`src/rtl/game_sequencer.sv`:
```
// rtl/game_sequencer.sv - match sequencer for a two-player paddle game
// Tracks scores, times each serve and declares the match winner.
module game_sequencer #(
   parameter int WIN_SCORE   = 9,
   parameter int SERVE_DELAY = 50000000
) (
   input  logic       clk,
   input  logic       rst,
   input  logic       start,
   input  logic       p1_point,
   input  logic       p2_point,
   output logic [3:0] p1_score,
   output logic [3:0] p2_score,
   output logic       ball_reset,
   output logic       play_en,
   output logic       serve_dir,
   output logic       game_over,
   output logic [1:0] winner,
   output logic [2:0] state
);

   localparam logic [2:0] S_IDLE       = 3'd0;
   localparam logic [2:0] S_SERVE_WAIT = 3'd1;
   localparam logic [2:0] S_PLAY       = 3'd2;
   localparam logic [2:0] S_POINT      = 3'd3;
   localparam logic [2:0] S_GAME_OVER  = 3'd4;

   localparam logic [3:0]  WIN_VAL   = 4'(WIN_SCORE);
   localparam logic [25:0] SERVE_LD  = 26'(SERVE_DELAY - 1);

   logic [2:0]  state_q, state_d;
   logic [3:0]  p1_q, p1_d;
   logic [3:0]  p2_q, p2_d;
   logic        dir_q, dir_d;
   logic [1:0]  winner_q, winner_d;
   logic [25:0] cnt_q, cnt_d;
   logic        start_prev_q, start_prev_d;
   logic        start_ev;

   always_comb begin
      state_d      = state_q;
      p1_d         = p1_q;
      p2_d         = p2_q;
      dir_d        = dir_q;
      winner_d     = winner_q;
      cnt_d        = cnt_q;
      start_prev_d = start;
      start_ev     = start & ~start_prev_q;

      case (state_q)
         S_IDLE: begin
            if (start_ev) begin
               state_d = S_SERVE_WAIT;
               cnt_d   = SERVE_LD;
            end
         end
         S_SERVE_WAIT: begin
            if (cnt_q == 26'd0) begin
               state_d = S_PLAY;
            end else begin
               cnt_d = cnt_q - 26'd1;
            end
         end
         S_PLAY: begin
            if (p1_point && !p2_point) begin
               if (p1_q != WIN_VAL) p1_d = p1_q + 4'd1;
               dir_d   = 1'b1;
               state_d = S_POINT;
            end else if (p2_point && !p1_point) begin
               if (p2_q != WIN_VAL) p2_d = p2_q + 4'd1;
               dir_d   = 1'b0;
               state_d = S_POINT;
            end else if (p1_point && p2_point) begin
               // tied rally: replay the serve without touching score or direction
               state_d = S_SERVE_WAIT;
               cnt_d   = SERVE_LD;
            end
         end
         S_POINT: begin
            if (p1_q == WIN_VAL) begin
               state_d  = S_GAME_OVER;
               winner_d = 2'b01;
            end else if (p2_q == WIN_VAL) begin
               state_d  = S_GAME_OVER;
               winner_d = 2'b10;
            end else begin
               state_d = S_SERVE_WAIT;
               cnt_d   = SERVE_LD;
            end
         end
         S_GAME_OVER: begin
            if (start_ev) begin
               p1_d     = 4'd0;
               p2_d     = 4'd0;
               winner_d = 2'b00;
               dir_d    = 1'b0;
               state_d  = S_SERVE_WAIT;
               cnt_d    = SERVE_LD;
            end
         end
         default: state_d = S_IDLE;
      endcase
   end

   always_ff @(posedge clk) begin
      if (rst) begin
         state_q      <= S_IDLE;
         p1_q         <= 4'd0;
         p2_q         <= 4'd0;
         dir_q        <= 1'b0;
         winner_q     <= 2'b00;
         cnt_q        <= 26'd0;
         start_prev_q <= 1'b1;
      end else begin
         state_q      <= state_d;
         p1_q         <= p1_d;
         p2_q         <= p2_d;
         dir_q        <= dir_d;
         winner_q     <= winner_d;
         cnt_q        <= cnt_d;
         start_prev_q <= start_prev_d;
      end
   end

   assign p1_score   = p1_q;
   assign p2_score   = p2_q;
   assign serve_dir  = dir_q;
   assign winner     = winner_q;
   assign state      = state_q;
   assign play_en    = (state_q == S_PLAY);
   assign ball_reset = (state_q != S_PLAY);
   assign game_over  = (state_q == S_GAME_OVER);

endmodule

```
`config.mk`:
```
export PLATFORM = sky130hd
export DESIGN_NAME = game_sequencer
export DESIGN_NICKNAME = d
export VERILOG_FILES = /design/src/rtl/game_sequencer.sv
export SDC_FILE = /design/constraint.sdc
export NUM_CORES = 1
export LEC_CHECK = 0
export CAP_MARGIN = 20
export CORE_ASPECT_RATIO = 0.6
export CORE_MARGIN = 2
export CORE_UTILIZATION = 50
export DETAILED_ROUTE_END_ITERATION = 6
export HOLD_SLACK_MARGIN = 0.02
export PLACE_DENSITY = 0.79
export SETUP_SLACK_MARGIN = 0.3
export SYNTH_ARGS = -nofsm -noshare
export SYNTH_HDL_FRONTEND = slang
export SYNTH_SLANG_ARGS = --single-unit
```
`constraint.sdc`:
```
create_clock -name clk -period 2.43 [get_ports clk]
set_input_delay 0.243 -clock clk [delete_from_list [all_inputs] [get_ports clk]]
set_output_delay 0.243 -clock clk [all_outputs]
set_load 0.01 [all_outputs]
```
==> After elaboration in Yosys (flattened, before gate mapping) <==
Index checks and enable logic that the tools add are counted.
{ "classes": {"n_eq_ne": 25, "muxes": 32, "n_bitwise": 2, "add_sub_neg": 3, "n_reduce_logical": 17} }
{ "op_table": {"columns": ["op", "n"], "rows": [
  ["two-way mux 26 bit", 7],
  ["case mux 26 bit (4 select lines)", 1],
  ["logical NOT 26 bit", 1],
  ["subtractor 26 x 1 -> 26 bit, second input constant", 1],
  ["two-way mux 4 bit", 6],
  ["two-way mux 3 bit", 7],
  ["case mux 4 bit (2 select lines)", 2],
  ["!= test 2 x 1 -> 1 bit, second input constant", 7],
  ["!= test 2 bit, second input constant", 6],
  ["case mux 3 bit (4 select lines)", 1],
  ["AND reduction 3 bit", 3],
  ["adder 4 x 1 -> 4 bit, second input constant", 2],
  ["== test 4 bit, second input constant", 2],
  ["!= test 4 bit, second input constant", 2],
  ["AND reduction 8 bit", 1],
  ["== test 3 x 2 -> 1 bit, second input constant", 2],
  ["two-way mux 2 bit", 3],
  ["AND reduction 5 bit", 1],
  ["!= test 4 x 1 -> 1 bit, second input constant", 1],
  ["case mux 2 bit (2 select lines)", 1],
  ["AND reduction 4 bit", 1],
  ["nonzero test 2 bit", 2],
  ["nonzero test 4 bit", 1],
  ["== test 3 x 1 -> 1 bit, second input constant", 1],
  ["12 further kinds", 17]
]} }
{ "word_totals": {"inputBits": 5, "ff_bits": 41, "wordCells": 86, "out_inout_bits": 17} }

==> Logic depth before layout (Yosys ltp) <==
Gate-level depths: netlist of the first run.
{ "logic_depth": {"word_depth": 5, "ltp_mapped": 9, "depth_no_buf": 7} }

==> Least setup slack after synthesis of the first run <==
No wires, ideal clock.
{ "synth_path": {"path_kind": "register -> register", "startpoint": "register cnt_q[19]", "endpoint": "register cnt_q[25]", "n_path_buf": 2, "arrival_time_ns": 1.866, "slack_ns": 0.420, "period_less_slack_ns": 2.010, "required_time_ns": 2.286, "setup_time_ns": 0.144, "stages_incl_launch_ff": 8, "path_cell_list": "dfxtp_1 > buf_6 > or4_4 > nor4b_4 > nand3_2 > buf_6 > a31oi_1 > a311oi_1"} }
{ "synth_between": {"elab_chain_len": 3, "elab_cells_between_ends": 6, "cone_classes": "add/sub: 1; eq/ne: 1; mux: 2; reduce/logical: 2"} }
{ "synth_rtl": {"columns": ["item", "line_no", "source"], "rows": [
  ["start: declaration", "36", "logic [25:0] cnt_q, cnt_d;"],
  ["start signal: assignment", "120", "cnt_q <= cnt_d;"],
  ["subtractor 26 x 1 -> 26 bit / logical NOT 26 bit (equally long branches)", "61, 58", null],
  ["two-way mux 26 bit / != test 2 bit (equally long branches)", null, null],
  ["case mux 26 bit (4 select lines) / AND reduction 8 bit (equally long branches)", null, null]
]} }
Several ways; a longest one is shown, not always the timed one. The select of a mux whose other input is x is not followed.
A chain may end at the register's enable or synchronous reset.

==> Final worst setup path of the first run <==
{ "layout_path": {"startpoint": "register cnt_q[0]", "endpoint": "register cnt_q[22]"} }
Same word-level chain as after synthesis.

==> impl_metrics.json, run 1 <==
{
  "rows": 19,
  "max-vdd-ir-drop_mv": 0.282,
  "die_h_um": 58.3,
  "cp.required_ns": 2.66,
  "cts_sinks": 41,
  "htreeDepth": 2,
  "critPathLaunchType": "flop",
  "hpwlAfterDp_um": 4980,
  "rsz0062_at_grt": "true",
  "leakage_nw": 1.15,
  "antenna_left": 0,
  "synth-edff-count": 0,
  "path_buf_inv": 1,
  "cts_buffers": 5,
  "cp.arrival_ns": 2.31,
  "totalWireLength_um": 7590,
  "syn_area_mm2": 0.00245,
  "drc_errors": 0,
  "routed_via_density": 6.34,
  "root_buffer": "clkbuf_8",
  "finish.instance_area_mm2": 0.00315,
  "power_mw": 1.80,
  "clock_latency_ns": 0.31,
  "drt_iter0_markers": 220,
  "yosys.area.top_type": "dfxtp_1",
  "die_w_um": 94.4,
  "finalMaxSlewViolations": 0,
  "vias": 2561,
  "grt_use_total": 0.276,
  "avgSynthCellArea_um2": 8.40,
  "overflow": 0,
  "wire_per_inst_um": 18.8,
  "post_dp_cell_area_mm2": 0.00284,
  "synth_flop_cell": "dfxtp_1",
  "post-synth-top-area-fraction": 0.335,
  "grt_max_degree": 24,
  "cts_tree": "yes",
  "cpMaxStageDelayCell": "or4_1",
  "synthToLayoutAreaGrowth_pct": 28.5,
  "setup_viol": 0,
  "finalHoldViolCount": 0,
  "crit_type": "flop to flop",
  "max_freq_mhz": 480,
  "start_util": 0.529,
  "synthCells": 292,
  "pin_count": 22,
  "drive_gt1_frac": 0.229,
  "crit_fanout": 7,
  "status": "finished clean",
  "final_nets": 355,
  "synth-async-reset-ratio": 0,
  "worst_pin_slew_ns": 0.592,
  "hp-class": "input port to flop",
  "syn_nets": 305,
  "clkTransAtPathRegs_ns": 0.08,
  "numPortBuffers": 21,
  "relSlewSlack": 0.600,
  "grt_antenna_before_repair": 0,
  "period_share": 0.858,
  "die_area_mm2": 0.00550,
  "grt_pass1_vias": 2179,
  "yosysWarnings": 0,
  "worstSetupEndpointType": "flop",
  "crit_family": "simple AND/OR/NAND/NOR gates",
  "crit_chain": "inv_4 -> ha_4 -> nor4b_4 -> nand3_4 -> o31a_1 -> or4_1 -> a21oi_1",
  "gp_congestion": 0.953,
  "cpPeakStageDelay_ns": 0.39,
  "synthDistinctLibCells": 55,
  "max-cap-violations": 0,
  "ys_ff_latch": 41,
  "final.setup_skew_ns": 0.0100,
  "yosysSeqAreaShare": 0.335,
  "clockBufferDepth": 2,
  "core_mm2": 0.00464,
  "power_per_cell_area_mw_per_mm2": 573,
  "hold_slack_ns": 0.442,
  "drt_first_pass_iters": 5,
  "post-route-min-period_ns": 2.09,
  "grt_pass1_wl_um": 11400,
  "synth.area.top_cells": "dfxtp_1, nor2_1, a31oi_1, ha_1, a311oi_1",
  "diodes": 0
}
## placed cells by master (no fill, tap or decap), types with 7 or more instances in the layout
cell type         n
nor3_1           16
nor2_1           31
clkdlybuf4s50_1  18
buf_4            34
a311oi_1          9
a21oi_1          17
inv_1            11
a31oi_1          17
nand2_1          17
o21ai_0           8
nand3_1           7
dfxtp_1          37
## metal layers
metal / routed length, µm / vias up / track usage
met1: 3580 / 1188 / 0.441
li1: - / 1223 / -
met2: 3030 / 137 / 0.365
met3: 894 / 13 / 0.0728
met4: 88 / 0 / 0.0580
met5: 0 / - / 0
## cell families after synthesis
logic type	Yosys count	synth area share
xor+xnor	6	0.0214
buf+inv	28	0.0515
compound gates	86	0.250
flops	41	0.335
mux	1	0.00459
simple gates	122	0.297
fa+ha+maj	8	0.0408
## final timing paths
check	start	to	slack (ns)	cells after the start
worst min register to register	cnt_q[18]$_SDFFE_PP0P_	cnt_q[18]$_SDFFE_PP0P_	0.48	2
worst min-delay path	p2_point	state[1]$_SDFFE_PP0P_	0.44	5
worst max-delay path	cnt_q[0]$_SDFFE_PP0P_	cnt_q[22]$_SDFFE_PP0P_	0.34	7
worst max register to register	cnt_q[0]$_SDFFE_PP0P_	cnt_q[22]$_SDFFE_PP0P_	0.34	7
## what timing repair did
item,in CTS,in global routing
buffers inserted,7,6
pin swaps,4,16
hold buffers,0,0
endpoints found under the hold margin,0,0
setup endpoints to repair,22,24
resized for setup,11,22
cloned,0,1
## cell type report
| class | instances | area, µm² |
|---|---|---|
| flip-flops and latches | 41 | 828 |
| repair buffers | 57 | 488 |
| clock inverters | 1 | 5.00 |
| inverters | 13 | 51.3 |
| multi-input cells | 224 | 1630 |
| well taps | 63 | 78.8 |
| clock buffers | 5 | 68.8 |
| fillers | 399 | 1480 |
## state kept, by name, indices dropped and copies added, names as in the netlist
signal	cells
cnt_q	26
p1_score	4
p2_score	4
state	3
winner	2
serve_dir	1
start_prev_q	1
## stage by stage
| stage | TNS (ns) | utilization | setup slack (ns) | instances |
|---|---|---|---|---|
| 2_1_floorplan | 0 | - | 0.420 | 292 |
| 3_3_place_gp | -0.0333 | 0.612 | -0.0322 | 384 |
| 3_5_place_dp | -0.494 | 0.612 | -0.109 | 384 |
| 4_1_cts | 0 | 0.648 | 0.304 | 397 |
| 5_1_grt | 0 | 0.680 | 0.286 | 404 |
| 6_report | 0 | 0.680 | 0.345 | 404 |
## tightest hold or removal path, cell delays in order
cell and delay, ns:
dlymetal6s2s_1 0.14, ha_2 0.16, nand2_1 0.05, nand2_1 0.06
a21oi_1 0.06
## power by group
group | switching [mW] | leakage, nW | internal [mW]
combinational | 0.331 | 0.770 | 0.250
clock | 0.252 | 0.0399 | 0.190
sequential | 0.0698 | 0.336 | 0.712
## cells in the mapped netlist (all sizes together), types with 3 or more instances
cell     n
ha       8
or2      4
nand2   17
dfxtp   41
or4      6
nor4b    3
nor4     7
nor3    19
nor2    31
o31ai    9
inv     13
nand4    4
a311oi  10
a31oi   18
o41ai    3
o21ai    9
xnor2    6
nand2b   3
clkbuf   8
a211oi   6
nor3b    4
buf      7
a21oi   17
o21a     3
nand3    9
Power figures use the tool's default switching activity.
==> run 2, diff against run 1 <==
- CELL_PAD_IN_SITES_DETAIL_PLACEMENT: not set -> 1
- CELL_PAD_IN_SITES_GLOBAL_PLACEMENT: not set -> 1
- CORE_UTILIZATION: 50 -> 43
- PLACE_DENSITY: 0.79 -> 0.9
==> impl_metrics.json, run 2 (synthesized netlist as in run 1, its figures left out) <==
{
  "worstHoldEndpoint": "state[1]$_SDFFE_PP0P_",
  "htreeDepth": 2,
  "core_mm2": 0.00554,
  "ff2ff_path_depth": 5,
  "drt_iter0_markers": 149,
  "grt_antenna_before_repair": 0,
  "violations": "design-rule violations",
  "dp.cells": 401,
  "fillCellCount": 661,
  "rr_endpoint": "cnt_q[2]$_SDFFE_PP0P_",
  "largest_reg_flops": 26,
  "root_buffer": "clkbuf_8",
  "critPathLaunchType": "flop",
  "worstSetupEndpointType": "flop",
  "start_util": 0.443,
  "vias": 2661,
  "drt_first_pass_iters": 7,
  "crit_fanout": 5,
  "relSlewSlack": 0.546,
  "cts_tree": "yes",
  "cts_hold_buf": 0,
  "die_h_um": 62.5,
  "power_per_cell_area_mw_per_mm2": 631,
  "cts_sinks": 41,
  "final_common_cell": "dfxtp_1",
  "wire_per_inst_um": 21.9,
  "hp-class": "input port to flop",
  "pin_count": 22,
  "leakage_nw": 1.17,
  "post-route-min-period_ns": 2.10,
  "overflow": 0,
  "rows": 21,
  "diodes": 0,
  "grt_pass1_vias": 2576,
  "gp_congestion": 0.898,
  "r2r_slack_ns": 0.33,
  "hold_start": "p2_point",
  "numPortBuffers": 21,
  "final_nets": 350,
  "final.setup_skew_ns": 0.00913,
  "setup_viol": 0,
  "grt_pass1_wl_um": 14300,
  "die_area_mm2": 0.00635,
  "hold_depth": 5,
  "r2r_start": "cnt_q[22]$_SDFFE_PP0P_",
  "clock_latency_ns": 0.30,
  "final_cell_mix": "dfxtp_1, nor2_1, buf_4, clkdlybuf4s50_1, nand2_1",
  "period_share": 0.866,
  "routed_via_density": 6.37,
  "final_util": 0.588,
  "critPathLaunch": "cnt_q[22]$_SDFFE_PP0P_",
  "max-cap-violations": 0,
  "hpwlAfterDp_um": 6260,
  "finalMaxSlewViolations": 0,
  "max-vdd-ir-drop_mv": 0.268,
  "drive_gt1_frac": 0.257,
  "synthToLayoutAreaGrowth_pct": 32.8,
  "fin_cells": 418,
  "clkTransAtPathRegs_ns": 0.09,
  "cp.required_ns": 2.63,
  "worst_pin_slew_ns": 0.671,
  "clockBufferDepth": 2,
  "antenna_left": 0,
  "grt_max_degree": 19,
  "cts_buffers": 5,
  "max_freq_mhz": 475,
  "hold_slack_ns": 0.439,
  "status": "finished with violations",
  "grt_use_total": 0.291,
  "finalHoldViolCount": 0,
  "rsz0062_at_grt": "true",
  "top_register": "cnt_q",
  "die_w_um": 102,
  "totalWireLength_um": 9160,
  "crit_type": "flop to flop",
  "drc_errors": 1,
  "tns_ns": 0,
  "cp.arrival_ns": 2.30
}
==> run 2: cell types whose count changed in the layout (fill, tap and decap cells not counted), sizes merged <==
cell / delta
buf: -5
dlymetal6s2s: +1
bufinv: +2
dlygate4sd2: -1
==> run 2: metrics by stage <==
stage / instance area, µm² / power [mW] / setup slack [ns]
after global placement: 2860 / 1.24 / -0.0247
after global routing: 3260 / 2.13 / 0.241
final: 3260 / 2.06 / 0.326
after detailed placement: 2860 / 1.26 / -0.137
after floorplan: 2450 / 1.09 / 0.420
after CTS: 3080 / 1.97 / 0.247
==> run 2: worst max-delay path, cell delays in order, from the launching register on <==
cell      delay [ns]
dfxtp_1         0.35
or4_4           0.59
nor4b_4         0.28
buf_6           0.17
a31oi_2         0.22
a311oi_2        0.38
==> run 2: worst max-delay path by stage <==
stage / end / slack [ns] / cells past startpoint
floorplan: cnt_q[25]$_SDFFE_PP0P_ / 0.42 / 7
global route: cnt_q[8]$_SDFFE_PP0P_ / 0.24 / 9
global placement: cnt_q[22]$_SDFFE_PP0P_ / -0.02 / 8
finish: cnt_q[2]$_SDFFE_PP0P_ / 0.33 / 5
CTS: play_en / 0.25 / 3
detailed placement: cnt_q[22]$_SDFFE_PP0P_ / -0.14 / 8
==> run 2: cell type report <==
type                    count  area [µm²]  area share
well taps                  80         100      0.0307
inverters                  13        48.8      0.0150
multi-input cells         224        1670       0.513
clock inverters             3        65.1      0.0200
flip-flops and latches     41         833       0.256
clock buffers               5        68.8      0.0211
repair buffers             52         470       0.144
==> run 2: metal layers <==
metal | wire length, µm | track usage | share of wire | vias to the layer above
li1 | - | - | - | 1203
met1 | 4340 | 0.434 | 0.47 | 1328
met2 | 4110 | 0.429 | 0.45 | 107
met3 | 521 | 0.0503 | 0.057 | 23
met4 | 181 | 0.0777 | 0.020 | 0
met5 | 0 | 0 | 0 | -
==> run 2: what timing repair did <==
| item | in CTS | in global routing |
|---|---|---|
| gates resized for setup | 10 | 33 |
| endpoints found under the setup margin | 24 | 29 |
| pin swaps | 5 | 6 |
| cloned | 1 | 0 |
| setup buffers | 4 | 4 |
==> run 2: report_power, final <==
part / internal (mW) / switching, mW / total (mW) / leakage [nW]
sequential: 0.711 / 0.0738 / 0.785 / 0.337
combinational: 0.249 / 0.351 / 0.601 / 0.768
clock: 0.408 / 0.263 / 0.671 / 0.0681
